## config.mk

```make
export PLATFORM = sky130hd
export DESIGN_NAME = sram_port_arbiter
export DESIGN_NICKNAME = d
export VERILOG_FILES = /design/src/rtl/sram_port_arbiter.sv
export SDC_FILE = /design/constraint.sdc
export NUM_CORES = 1
export LEC_CHECK = 0
export CAP_MARGIN = 30
export CORE_MARGIN = 1.5
export CORE_UTILIZATION = 35
export CTS_CLUSTER_SIZE = 25
export DETAILED_ROUTE_END_ITERATION = 10
export HOLD_SLACK_MARGIN = 0.02
export PLACE_DENSITY = 0.73
export SYNTH_ARGS = -nofsm -noshare
export SYNTH_HDL_FRONTEND = slang
export SYNTH_SLANG_ARGS = --single-unit
```

## constraint.sdc

```tcl
create_clock -name clk -period 5.35 [get_ports clk]
set_input_delay 0.535 -clock clk [delete_from_list [all_inputs] [get_ports clk]]
set_output_delay 0.535 -clock clk [all_outputs]
set_load 0.01 [all_outputs]
```

## src/rtl/sram_port_arbiter.sv

```systemverilog
// Two-port round-robin arbiter and strobe sequencer for a single-port synchronous SRAM.
// Each granted access holds the SRAM strobes low for exactly two cycles, then pulses a response.
module sram_port_arbiter #(
  parameter int ADDR_WIDTH = 8,
  parameter int DATA_WIDTH = 8
) (
  input  logic                  clk,
  input  logic                  rst_n,
  input  logic                  p0_req_valid,
  output logic                  p0_req_ready,
  input  logic                  p0_req_write,
  input  logic [ADDR_WIDTH-1:0] p0_req_addr,
  input  logic [DATA_WIDTH-1:0] p0_req_wdata,
  output logic                  p0_rsp_valid,
  input  logic                  p1_req_valid,
  output logic                  p1_req_ready,
  input  logic                  p1_req_write,
  input  logic [ADDR_WIDTH-1:0] p1_req_addr,
  input  logic [DATA_WIDTH-1:0] p1_req_wdata,
  output logic                  p1_rsp_valid,
  output logic [DATA_WIDTH-1:0] rsp_rdata,
  output logic                  busy,
  output logic                  sram_ce_n,
  output logic                  sram_we_n,
  output logic                  sram_re_n,
  output logic [ADDR_WIDTH-1:0] sram_addr,
  output logic [DATA_WIDTH-1:0] sram_wdata,
  input  logic [DATA_WIDTH-1:0] sram_rdata
);

  typedef enum logic [1:0] {
    IDLE    = 2'd0,
    SETUP   = 2'd1,
    ACCESS  = 2'd2,
    RECOVER = 2'd3
  } state_t;

  state_t                  state_r;
  state_t                  state_next_s;
  logic                    ptr_r;
  logic                    port_r;
  logic                    write_r;
  logic                    accept_s;
  logic                    grant_valid_s;
  logic                    grant_port_s;
  logic                    hs_s;
  logic                    req_write_s;
  logic [ADDR_WIDTH-1:0]   req_addr_s;
  logic [DATA_WIDTH-1:0]   req_wdata_s;
  logic                    write_next_s;
  logic                    strobe_on_s;
  logic                    ce_n_r;
  logic                    we_n_r;
  logic                    re_n_r;
  logic [ADDR_WIDTH-1:0]   addr_r;
  logic [DATA_WIDTH-1:0]   wdata_r;
  logic [DATA_WIDTH-1:0]   rdata_r;
  logic                    p0_rsp_r;
  logic                    p1_rsp_r;
  logic                    busy_r;

  // Winner selection among the valid ports; pointer only matters on a tie.
  always_comb begin
    accept_s      = 1'b0;
    grant_valid_s = 1'b0;
    grant_port_s  = 1'b0;
    case (state_r)
      IDLE, RECOVER: accept_s = 1'b1;
      default:       accept_s = 1'b0;
    endcase
    if (p0_req_valid && p1_req_valid) begin
      grant_valid_s = 1'b1;
      grant_port_s  = ptr_r;
    end else if (p0_req_valid) begin
      grant_valid_s = 1'b1;
      grant_port_s  = 1'b0;
    end else if (p1_req_valid) begin
      grant_valid_s = 1'b1;
      grant_port_s  = 1'b1;
    end else begin
      grant_valid_s = 1'b0;
      grant_port_s  = 1'b0;
    end
  end

  // Ready is gated by rst_n so it drops immediately while reset is held.
  assign hs_s         = accept_s & grant_valid_s & rst_n;
  assign p0_req_ready = hs_s & ~grant_port_s;
  assign p1_req_ready = hs_s & grant_port_s;

  // Request mux for the winning port.
  always_comb begin
    req_write_s = p0_req_write;
    req_addr_s  = p0_req_addr;
    req_wdata_s = p0_req_wdata;
    if (grant_port_s) begin
      req_write_s = p1_req_write;
      req_addr_s  = p1_req_addr;
      req_wdata_s = p1_req_wdata;
    end else begin
      req_write_s = p0_req_write;
      req_addr_s  = p0_req_addr;
      req_wdata_s = p0_req_wdata;
    end
  end

  // Next-state logic of the access sequencer.
  always_comb begin
    state_next_s = state_r;
    case (state_r)
      IDLE: begin
        if (hs_s) begin
          state_next_s = SETUP;
        end else begin
          state_next_s = IDLE;
        end
      end
      SETUP:  state_next_s = ACCESS;
      ACCESS: state_next_s = RECOVER;
      RECOVER: begin
        if (hs_s) begin
          state_next_s = SETUP;
        end else begin
          state_next_s = IDLE;
        end
      end
      default: state_next_s = IDLE;
    endcase
  end

  // Strobes are computed one cycle ahead so they come straight from flops.
  assign write_next_s = hs_s ? req_write_s : write_r;
  assign strobe_on_s  = (state_next_s == SETUP) || (state_next_s == ACCESS);

  // State register.
  always_ff @(posedge clk or negedge rst_n) begin
    if (!rst_n) begin
      state_r <= IDLE;
    end else begin
      state_r <= state_next_s;
    end
  end

  // Latch the winning request and advance the round-robin pointer.
  always_ff @(posedge clk or negedge rst_n) begin
    if (!rst_n) begin
      ptr_r   <= 1'b0;
      port_r  <= 1'b0;
      write_r <= 1'b0;
      addr_r  <= {ADDR_WIDTH{1'b0}};
      wdata_r <= {DATA_WIDTH{1'b0}};
    end else if (hs_s) begin
      ptr_r   <= ~grant_port_s;
      port_r  <= grant_port_s;
      write_r <= req_write_s;
      addr_r  <= req_addr_s;
      wdata_r <= req_wdata_s;
    end
  end

  // Registered SRAM strobes and busy flag.
  always_ff @(posedge clk or negedge rst_n) begin
    if (!rst_n) begin
      ce_n_r <= 1'b1;
      we_n_r <= 1'b1;
      re_n_r <= 1'b1;
      busy_r <= 1'b0;
    end else begin
      ce_n_r <= ~strobe_on_s;
      we_n_r <= ~(strobe_on_s & write_next_s);
      re_n_r <= ~(strobe_on_s & ~write_next_s);
      busy_r <= (state_next_s != IDLE);
    end
  end

  // Response pulse and read-data capture at the edge that ends ACCESS.
  always_ff @(posedge clk or negedge rst_n) begin
    if (!rst_n) begin
      p0_rsp_r <= 1'b0;
      p1_rsp_r <= 1'b0;
      rdata_r  <= {DATA_WIDTH{1'b0}};
    end else begin
      p0_rsp_r <= (state_r == ACCESS) && !port_r;
      p1_rsp_r <= (state_r == ACCESS) && port_r;
      if ((state_r == ACCESS) && !write_r) begin
        rdata_r <= sram_rdata;
      end
    end
  end

  assign sram_ce_n    = ce_n_r;
  assign sram_we_n    = we_n_r;
  assign sram_re_n    = re_n_r;
  assign sram_addr    = addr_r;
  assign sram_wdata   = wdata_r;
  assign rsp_rdata    = rdata_r;
  assign p0_rsp_valid = p0_rsp_r;
  assign p1_rsp_valid = p1_rsp_r;
  assign busy         = busy_r;

endmodule

```

### After elaboration in Yosys (flattened, before gate mapping)

Index checks and enable logic that the tools add are counted.

| word-level totals | value |
|---|---|
| bits in read-only memories | 0 |
| logic and storage cells | 51 |
| bits in writable memories | 0 |
| flip-flop bits (word level) | 35 |
| memories | 0 |
| latch bits | 0 |

| cells by class | value |
|---|---|
| magnitude comparators | 0 |
| bitwise gates (word level) | 11 |
| shift operators | 0 |
| multiply operators | 0 |
| multiplexer cells | 12 |
| div/mod/pow operators | 0 |
| reduce and logical (&&, ||, !) cells | 10 |
| eq/ne operators | 5 |
| $add $sub $neg | 0 |

Operators by type and width:

| cell | count |
|---|---|
| $mux W8 | 2 |
| $mux W1 | 9 |
| $and A1 B1 Y1 | 6 |
| $eq A2 B2 Y1 const B | 3 |
| $pmux W2 S3 | 1 |
| $not A1 Y1 | 5 |
| $eq A2 B1 Y1 const B | 2 |
| $logic_and A1 B1 Y1 | 4 |
| $logic_not A1 Y1 | 2 |
| $logic_not A2 Y1 | 1 |
| $reduce_bool A2 Y1 | 1 |
| $reduce_or A2 Y1 | 1 |
| $logic_or A1 B1 Y1 | 1 |

### Longest topological paths before layout

| logic depth | value |
|---|---|
| depth in word-level cells | 11 |
| gate-level depth with buffers | 8 |
| gate-level depth less buffers | 7 |

### Worst setup path after synthesis

Ideal clock, no wire load.

| timing | value |
|---|---|
| path type | register to register |
| start | register state_r[0] |
| end | register re_n_r, in the netlist sram_re_n |
| required time | 5,256 ps |
| arrival | 2,065 ps |
| setup slack | 3,191 ps |
| cell stages (with the launch flop) | 9 |
| cell sequence | dfrtp_1 inv_1 ha_1 o211ai_2 buf_1 a21o_1 ha_1 inv_1 or4_4 |

| on the way | value |
|---|---|
| longest elaborated chain between the ends | 11 |
| elaborated cells between the ends (all ways) | 17 |

Ends and longest elaborated chain:

| element | RTL line | RTL |
|---|---|---|
| start, declared | 38 | `state_t state_r;` |
| start signal, assigned | 140 | `state_r <= state_next_s;` |
| $eq A2 B2 Y1 or $logic_not A2 Y1 (tied branches) | 67, 110 |  |
| $reduce_or A2 Y1 (no line) | - |  |
| $mux W1 | 67 | `case (state_r)` |
| $and A1 B1 Y1 (2 in a row) | 87 | `assign hs_s = accept_s & grant_valid_s & rst_n;` |
| $mux W1 | 112, 121 |  |
| $pmux W2 S3 | 110 | `case (state_r)` |
| $eq A2 B1 Y1 or $eq A2 B2 Y1 (tied branches) | 133 | `assign strobe_on_s = (state_next_s == SETUP) \|\| (state_next_s == ACCESS);` |
| $logic_or A1 B1 Y1 | 133 |  |
| $and A1 B1 Y1 * | 171 | `re_n_r <= ~(strobe_on_s & ~write_next_s);` |
| $not A1 Y1 * | 171 |  |
| end signal, assigned | 171 |  |
| end, declared | 54 | `logic re_n_r;` |

Every way passes the cells marked *; elsewhere a longest branch is shown, timed or not.
A chain may end at the register's enable or synchronous reset.

### Worst setup path after layout

| timing | value |
|---|---|
| start | input port rst_n |
| end | register re_n_r, in the netlist sram_re_n |

| on the way | value |
|---|---|
| longest elaborated chain between the ends | 7 |
| elaborated cells between the ends (all ways) | 10 |

Ends and longest elaborated chain:

| element | RTL line | RTL |
|---|---|---|
| start, declared | 8 | `input logic rst_n,` |
| $and A1 B1 Y1 * | 87 |  |
| $mux W1 | 112, 121 |  |
| $pmux W2 S3 | 110 |  |
| $eq A2 B1 Y1 or $eq A2 B2 Y1 (tied branches) | 133 |  |
| $logic_or A1 B1 Y1 | 133 |  |
| $and A1 B1 Y1 * | 171 |  |
| $not A1 Y1 * | 171 |  |

Marks and branches as above.

==> impl_metrics.xml <==
<?xml version="1.0" encoding="UTF-8"?>
<metrics>
  <group name="sta">
    <metric name="slew_headroom" unit="">0.459</metric>
    <metric name="post-route-period-util" unit="">0.502</metric>
    <metric name="setup_total_negative_slack" unit="ns">0</metric>
    <metric name="tightestPinTransition" unit="ns">0.811</metric>
    <metric name="report.final.hold_viol_count" unit="">0</metric>
    <metric name="layout_min_cycle_time" unit="ns">2.68</metric>
    <metric name="clock-skew-final" unit="ns">0.00618</metric>
    <metric name="setup-violations-final" unit="">0</metric>
    <metric name="grt_setup_unrepaired" unit="">no</metric>
    <metric name="max_freq" unit="GHz">0.373</metric>
    <metric name="final_number_of_max_transition_violations" unit="">0</metric>
  </group>
  <group name="worst_setup_path">
    <metric name="timing.critical_path.arrival" unit="ns">2.89</metric>
    <metric name="critPathLaunchType" unit="">input port</metric>
    <metric name="cp-end-kind" unit="">register</metric>
    <metric name="crit_path_top_delay_cell" unit="">buf_2</metric>
    <metric name="critPathMaxStageDelay" unit="ns">0.62</metric>
    <metric name="cp_max_fo" unit="">40</metric>
    <metric name="critPathKind" unit="">input port to register</metric>
    <metric name="crit_required" unit="ns">5.55</metric>
    <metric name="critical_path.cell_chain" unit="">buf_2, o211ai_2, a21o_1, ha_1, inv_1, or4_4</metric>
  </group>
  <group name="synthesis">
    <metric name="ys_ff_latch" unit="">35</metric>
    <metric name="synthesis.nets" unit="">158</metric>
    <metric name="synth-edff-count" unit="">0</metric>
    <metric name="synth.area.top_cells" unit="">dfrtp_1 54%, a221o_1 11%, mux2_2 6.1%</metric>
    <metric name="synth_largest_type_area_fraction" unit="">0.543</metric>
    <metric name="yosysSeqAreaShare" unit="">0.597</metric>
    <metric name="synth.top_cells.by_count" unit="">32 x dfrtp_1, 16 x a221o_1, 9 x and2_2</metric>
    <metric name="post-synth-top-area-cell" unit="">dfrtp_1</metric>
    <metric name="synthesized_area_per_cell" unit="µm²">13.5</metric>
    <metric name="syn_area" unit="µm²">1470</metric>
    <metric name="syn-instance-count" unit="">109</metric>
    <metric name="ys.flop_type" unit="">dfrtp_1</metric>
    <metric name="synth_cell_types" unit="">24</metric>
    <metric name="synth.most_common_cell" unit="">dfrtp_1</metric>
    <metric name="ys_async_sr_fraction" unit="">1.00</metric>
    <metric name="ys.warnings.count" unit="">0</metric>
  </group>
  <group name="clocking">
    <metric name="tritoncts_clock_tree" unit="">done</metric>
    <metric name="worst_skew_pair.late_latency" unit="ns">0.28</metric>
    <metric name="tritoncts.num_buffers" unit="">5</metric>
    <metric name="bufs_on_longest_clock_path" unit="">2</metric>
    <metric name="deepest_level_of_the_cts_h_tree" unit="">2</metric>
    <metric name="cts.repair.resized" unit="">0</metric>
    <metric name="cts.repair_timing.setup_buffer_count" unit="">0</metric>
    <metric name="clock_pin_slew_of_the_registers_on_the_worst_case_setup_and_hold_paths" unit="ns">0.07</metric>
    <metric name="clockRootBuffer" unit="">clkbuf_8</metric>
    <metric name="cts_hold_buffers" unit="">0</metric>
    <metric name="cts_sinks" unit="">35</metric>
  </group>
  <group name="route">
    <metric name="wirelength" unit="µm">3570</metric>
    <metric name="drt_iter0_drc" unit="">42</metric>
    <metric name="via_count" unit="">1186</metric>
    <metric name="drt_drc_violations_left" unit="">0</metric>
    <metric name="avgViaCountPerCell" unit="">4.90</metric>
    <metric name="antenna_violating_nets_post_route" unit="">0</metric>
    <metric name="drt_pass1_iterations" unit="">4</metric>
    <metric name="wire_per_inst" unit="µm">14.7</metric>
  </group>
  <group name="final_layout">
    <metric name="layout.cells.non_filler" unit="">242</metric>
    <metric name="antennaDiodeCount" unit="">0</metric>
    <metric name="fin_util" unit="">0.593</metric>
    <metric name="proportion_of_layout_cells_with_a_drive_suffix_above_1" unit="">0.188</metric>
    <metric name="syn_to_final_growth" unit="%">62.0</metric>
    <metric name="fill_cells" unit="">320</metric>
    <metric name="final_nets" unit="">240</metric>
  </group>
  <group name="global_routing">
    <metric name="globalRouteTotalUtil" unit="">0.172</metric>
    <metric name="globalRouteOverflowTotal" unit="">0</metric>
    <metric name="grt_pass1_wl" unit="µm">5620</metric>
    <metric name="grt_pass1_vias" unit="">1261</metric>
    <metric name="initial_antenna_violation_count" unit="">0</metric>
    <metric name="grt_start_max_net_pins" unit="">41</metric>
  </group>
  <group name="pwr">
    <metric name="leakagePower" unit="nW">1.03</metric>
    <metric name="total_switching_power" unit="mW">0.418</metric>
    <metric name="p_seq_frac" unit="">0.349</metric>
    <metric name="p_int" unit="mW">0.921</metric>
    <metric name="power_share_of_the_clock_group" unit="">0.153</metric>
    <metric name="power_per_cell_area" unit="nW/µm²">561</metric>
    <metric name="vdd_drop_max" unit="µV">257</metric>
    <metric name="combinationalPowerShare" unit="">0.498</metric>
    <metric name="switching_share" unit="">0.312</metric>
  </group>
  <group name="place">
    <metric name="numPlacedInstances" unit="">234</metric>
    <metric name="dp_hpwl" unit="µm">2640</metric>
    <metric name="io_buffers" unit="">77</metric>
    <metric name="gp_congestion" unit="">0.724</metric>
  </group>
  <group name="outcome">
    <metric name="status" unit="">completed</metric>
  </group>
  <group name="job">
    <metric name="drv_cap" unit="">0</metric>
  </group>
  <group name="floorplanning">
    <metric name="die_height" unit="µm">67.9</metric>
    <metric name="total_number_of_placement_rows" unit="">23</metric>
    <metric name="die-area" unit="µm²">4610</metric>
    <metric name="die-width" unit="µm">67.9</metric>
    <metric name="initial_core_util" unit="">0.366</metric>
    <metric name="placeableCoreArea" unit="µm²">4030</metric>
    <metric name="top_level_i_o_count" unit="">78</metric>
  </group>
  <group name="hold_path">
    <metric name="worst_hold_path_type" unit="">input port to async pin</metric>
  </group>
</metrics>
## layer usage
layer  vias up  track usage  routed length (µm)
met5         -            0                   0
met4         0       0.0750                  26
met3         4       0.0674                 296
met2        58        0.287                1740
met1       565        0.195                1500
li1        559            -                   -
## power by group through the flow
stage | clock, mW | combinational, mW | sequential [mW]
after floorplan | 0 | 0.312 | 0.513
after global placement | 0 | 0.657 | 0.467
after detailed placement | 0 | 0.673 | 0.468
after CTS | 0.211 | 0.675 | 0.468
after global routing | 0.225 | 0.730 | 0.481
final | 0.205 | 0.666 | 0.467
## flip-flops by register name, indices dropped and copies added, names as in the netlist, 2 cells and up
| name | count |
|---|---|
| rsp_rdata | 8 |
| state_r | 2 |
| sram_addr | 8 |
| sram_wdata | 8 |
## critical path, delay by kind of cell
family          cells  cell delay [ns]
simple gates        1             0.52
fa+ha+maj           1             0.29
buf+inv             2             0.68
compound gates      2             0.85
## layout by cell type, fill, tap and decap left out
cell and instances:
clkdlybuf4s50_1 76, dfrtp_1 32, a221o_1 16, and2_2 9, inv_1 8, mux2_2 8, and2_0 7, clkbuf_8 7
a21o_1 3, ha_1 3, dfstp_2 3, nand4_1 2, a21oi_1 2, nand3_1 2, a21oi_2 2, buf_4 2
o211ai_2 1, and2_4 1, or3_1 1, o31ai_1 1, or4_4 1, nor2_1 1, and2_1 1, nor2_2 1
clkbuf_1 1, buf_2 1
## through the flow
stage               power [mW]  area, µm²  setup WS (ns)  hold slack [ns]
floorplan                0.825       1470           3.19            0.239
global placement          1.12       2290           2.38            0.430
detailed placement        1.14       2290           2.31            0.450
CTS                       1.35       2390           2.60            0.367
global route              1.44       2390           2.37            0.421
finish                    1.34       2390           2.67            0.344
## final cells by class
class                      count  area [µm²]  share of cell area
clock buffer                   8         100              0.0419
inverter                       8        30.0              0.0126
sequential                    35         880               0.368
timing repair buffer          79         781               0.327
tap                           50        62.6              0.0262
multi-input combinational     62         534               0.224
## cells by family after synthesis
family	Yosys count	share of synthesized area
buffers and inverters	12	0.0407
AND/OR/NAND/NOR	26	0.120
flip-flops	35	0.597
multiplexers	8	0.0611
adder cells (fa/ha/maj)	3	0.0255
AO/OA/AOI/OAI	25	0.156
## worst paths after layout
check | cells past startpoint | slack (ns) | start | end
max | 6 | 2.67 | rst_n | sram_re_n
max reg2reg | 7 | 2.93 | state_r[0] | sram_re_n
min in group clk | 1 | 0.46 | port_r | p0_rsp_valid
min reg2reg | 1 | 0.46 | port_r | p0_rsp_valid
max in group asynchronous | 1 | 4.50 | rst_n | sram_addr[2]
min | 1 | 0.34 | rst_n | rsp_rdata[1]
No activity file was read; power rests on OpenSTA's default activity.
==> patch 1 (config.mk and constraints unchanged) <==
Make the reset (`rst_n`) synchronous in 4 clocked blocks.
--- a/src/rtl/sram_port_arbiter.sv
+++ b/src/rtl/sram_port_arbiter.sv
@@ -133,7 +133,7 @@
   assign strobe_on_s  = (state_next_s == SETUP) || (state_next_s == ACCESS);
 
   // State register.
-  always_ff @(posedge clk or negedge rst_n) begin
+  always_ff @(posedge clk) begin
     if (!rst_n) begin
       state_r <= IDLE;
     end else begin
@@ -142,7 +142,7 @@
   end
 
   // Latch the winning request and advance the round-robin pointer.
-  always_ff @(posedge clk or negedge rst_n) begin
+  always_ff @(posedge clk) begin
     if (!rst_n) begin
       ptr_r   <= 1'b0;
       port_r  <= 1'b0;
@@ -159,7 +159,7 @@
   end
 
   // Registered SRAM strobes and busy flag.
-  always_ff @(posedge clk or negedge rst_n) begin
+  always_ff @(posedge clk) begin
     if (!rst_n) begin
       ce_n_r <= 1'b1;
       we_n_r <= 1'b1;
@@ -174,7 +174,7 @@
   end
 
   // Response pulse and read-data capture at the edge that ends ACCESS.
-  always_ff @(posedge clk or negedge rst_n) begin
+  always_ff @(posedge clk) begin
     if (!rst_n) begin
       p0_rsp_r <= 1'b0;
       p1_rsp_r <= 1'b0;
Function: differs if rst_n is asserted again (counterexample within 4 cycles, from zero or initial values and one cycle with rst_n low); with rst_n held inactive, the same outputs for 10 cycles.
==> patch 1 against the unedited design <==
  * Sequential share of layout area is 7.8 points lower
  * Cell area grew 0.94%
  * Routed wire length up 6.2%
  * Critical path depth stayed put
  * Critical path type is now in2out
  * Maximum frequency fell by 5.5%
  * Synthesized cell count is 17% higher
  * Global-route usage is 0.61 points lower
  * Sequential cell count is the same
  * Non-clock buffer count rose by 1
  * Synthesized area hardly changed
  * Final cell count grew 6.2%
  * Worst setup slack worse by 0.16 ns
Power is not compared: it rests on default switching activity, and its combinational part moved more than twofold at a synthesized area within 25%.
==> patch 1: results <==
status:
  status: "finished, final reports clean"
placement:
  pre_cts_ws_ns: 1.90
  gp_congestion: 0.741
  dp_hpwl_mm: 2.78
logic_synthesis:
  async_flop_share_pct: 0
  syn_nets: 176
  synth_common_cells: "dfxtp_1, a221o_2, nor2b_1"
  ys_seq_area_share_pct: 47.5
  synth_warnings: 0
  netlist_top_cells_area: "dfxtp_1, a221o_2, mux2i_1"
  yosys.cell_types.count: 33
critical_path:
  crit_end: "p0_req_ready"
  cp_max_fo: 38
  reg2reg_depth: 8
  timing.rr.end: "sram_we_n"
  cp-startpoint: "rst_n"
  reg2reg_slack_ns: 3.33
  r2r-start: "state_r[0]"
  cp_data_arrival_time_ns: 2.31
routing:
  initialDrtViolationCount: 94
  dr.pass1.iters: 4
  vias: 1304
  wl_per_cell_um: 14.7
final_layout:
  seqAreaFraction_pct: 29.1
  clk_share_pct: 4.67
  buffers: 80
  nClkBuffers: 5
  multi_input_area_um2: 708
  inv_count: 4
  nMultiInputCombCells: 80
  drive_gt1_share_pct: 18.4
  nNetsFinal: 255
  nFillCells: 346
  antenna-diode-count: 0
  nonClkBufAreaFrac_pct: 33.6
cts:
  clock_latency_ns: 0.28
  post_cts_buffers: 0
  clk_path_buf_depth: 2
  clk_pin_slew_ns: 0.06
  ctsResizeCount: 0
  cts_root_buf: "clkbuf_8"
  htreeDepth: 2
worst_hold_path:
  hold_path_startpoint: "port_r"
  holdPathStages: 1
  hp-class: "reg2reg"
power:
  p_sw_share_pct: 27.0
  ir_drop_mv: 0.274
  p_leak_nw: 0.981
grt:
  antenna_found_initial: 0
  grt_max_degree: 39
  grt_pass1_wl_mm: 5.64
  grt_usage_pct: 16.6
  use_met3_pct: 5.92
  grtUsageMet1_pct: 17.1
  grt_use_met2_pct: 29.7
timing:
  worstMarginPinSlew_ns: 0.885
  setup_ws_ns: 2.51
  finalClockSkew_ns: 0.00621
run:
  maxCapViolations: 0
patch 1: how the worst min path moves through the flow:
stage,endpoint,slack (ns)
2_1_floorplan,p0_rsp_valid,0.40
3_3_place_gp,p0_rsp_valid,0.42
3_5_place_dp,p0_rsp_valid,0.43
4_1_cts,p0_rsp_valid,0.44
5_1_grt,p0_rsp_valid,0.46
6_report,p0_rsp_valid,0.43
patch 1: kinds of logic after synthesis:
kind of cell / count (synthesis) / share of synthesized area, %
simple gates: 43 / 21.9
mux: 8 / 5.43
compound gates: 26 / 18.2
buf+inv: 12 / 4.50
fa+ha+maj: 3 / 2.54
flops: 35 / 47.5
patch 1: power by group through the flow:
stage | Combinational (W) | Sequential, W | Clock (W)
2_1_floorplan | 0.000127 | 0.000350 | 0
3_3_place_gp | 0.000271 | 0.000333 | 0
3_5_place_dp | 0.000279 | 0.000335 | 0
4_1_cts | 0.000280 | 0.000329 | 0.000238
5_1_grt | 0.000300 | 0.000334 | 0.000253
6_report | 0.000279 | 0.000329 | 0.000231
patch 1: critical path: stages:
cell and delay (ns):
clkdlybuf4s50_1 0.50, clkbuf_16 0.21, nand3_1 0.13, a21oi_2 0.13, buf_4 0.23, clkdlybuf4s50_1 0.57
patch 1: metrics by stage:
| stage | std cells | hold WS, ns | instance area [um2] |
|---|---|---|---|
| floorplan | 127 | 0.397 | 1480 |
| global placement | 248 | 0.419 | 2270 |
| detailed placement | 248 | 0.425 | 2270 |
| CTS | 256 | 0.437 | 2380 |
| global route | 257 | 0.461 | 2410 |
| finish | 257 | 0.435 | 2410 |
patch 1: per-layer routing:
metal,wire length (um),vias to the layer above
met2,1890,62
li1,-,626
met3,326,8
met4,70,0
met5,0,-
met1,1490,608
==> patch 2 (config.mk and constraints unchanged) <==
Without the edit above. Set the parameter `ADDR_WIDTH` to 10 (it was 8).
--- a/src/rtl/sram_port_arbiter.sv
+++ b/src/rtl/sram_port_arbiter.sv
@@ -1,7 +1,7 @@
 // Two-port round-robin arbiter and strobe sequencer for a single-port synchronous SRAM.
 // Each granted access holds the SRAM strobes low for exactly two cycles, then pulses a response.
 module sram_port_arbiter #(
-  parameter int ADDR_WIDTH = 8,
+  parameter int ADDR_WIDTH = 10,
   parameter int DATA_WIDTH = 8
 ) (
   input  logic                  clk,
Ports: changed (resized p0_req_addr, p1_req_addr and sram_addr); port bits go from 78 to 84. No check against the original RTL was run, so the function may have changed too.
==> patch 2 against the unedited design <==
  * Worst setup slack worse by 0.65 ns
  * Final cell count grew 5.4%
  * Sequential power up 5.8%
  * Sequential cell count is 2 higher
  * Via count up 5.0%
  * Sequential share of layout area up 0.084 points
  * Synthesized area up 5.6%
  * Non-clock buffer count rose by 5
  * Power grew 3.6%
  * Routed wire length is 2.8% higher
  * Synthesized cell count grew 7.3%
  * Cell area rose by 5.5%
  * Global-route usage down 1.7 points
  * Largest cell class unchanged
  * Largest power group unchanged
==> patch 2: results <==
final_layout:
  nNetsFinal: 255
  nFillCells: 349
  seqAreaFraction_pct: 36.9
  multi_input_area_share_pct: 22.2
  nMultiInputCombCells: 66
  clk_share_pct: 4.03
  drive_gt1_share_pct: 12.8
critical_path:
  cpMaxStageDelayCell: "a21oi_2"
  cp_max_fo: 42
  cp_data_arrival_time_ns: 2.80
routing:
  vias: 1245
  initialDrtViolationCount: 44
  met2_length_mm: 1.64
  dr_wl_met3_um: 350
  m1WireLength_mm: 1.64
logic_synthesis:
  synth_compound_area_share_pct: 16.2
  synth.avg_cell_area_um2: 13.3
  yosys_register_bits: 37
  ys_seq_area_share_pct: 59.7
  synthAdderAreaFrac_pct: 2.41
  synth.area.mux_share_pct: 5.79
  yosys.cell_types.count: 22
  syn_nets: 170
grt:
  use_met3_pct: 6.54
  grt_pass1_vias: 1288
  grt_pass1_wl_mm: 5.85
  grtUsageMet1_pct: 18.7
power:
  p_leak_nw: 1.08
  ir_drop_mv: 0.235
status:
  status: "finished, final reports clean"
placement:
  gp_congestion: 0.803
  port_buffers: 83
  dp_hpwl_mm: 2.76
timing:
  slew_headroom_pct: 38.8
-- patch 2: through the flow --
stage	hold WS (ns)	area, um2	power (W)	setup WS (ns)
after floorplan	0.239	1560	0.000858	3.23
after global placement	0.430	2420	0.00117	2.05
after detailed placement	0.445	2420	0.00119	1.95
after CTS	0.384	2520	0.00141	1.95
after global routing	0.432	2520	0.00148	1.71
final	0.360	2520	0.00139	2.02
-- patch 2: worst paths after layout --
kind	startpoint	slack (ns)	endpoint
setup / recovery	rst_n	2.02	p1_req_ready
max in group asynchronous	rst_n	4.46	sram_addr[1]
setup reg to reg	state_r[0]	3.00	sram_re_n
hold reg to reg	port_r	0.47	p0_rsp_valid
hold / removal	rst_n	0.36	state_r[0]
min in group clk	port_r	0.47	p0_rsp_valid
-- patch 2: power by group --
part	internal (W)	switching, W
registers	0.000424	0.0000698
logic	0.000406	0.000279
clock network	0.000116	0.0000915
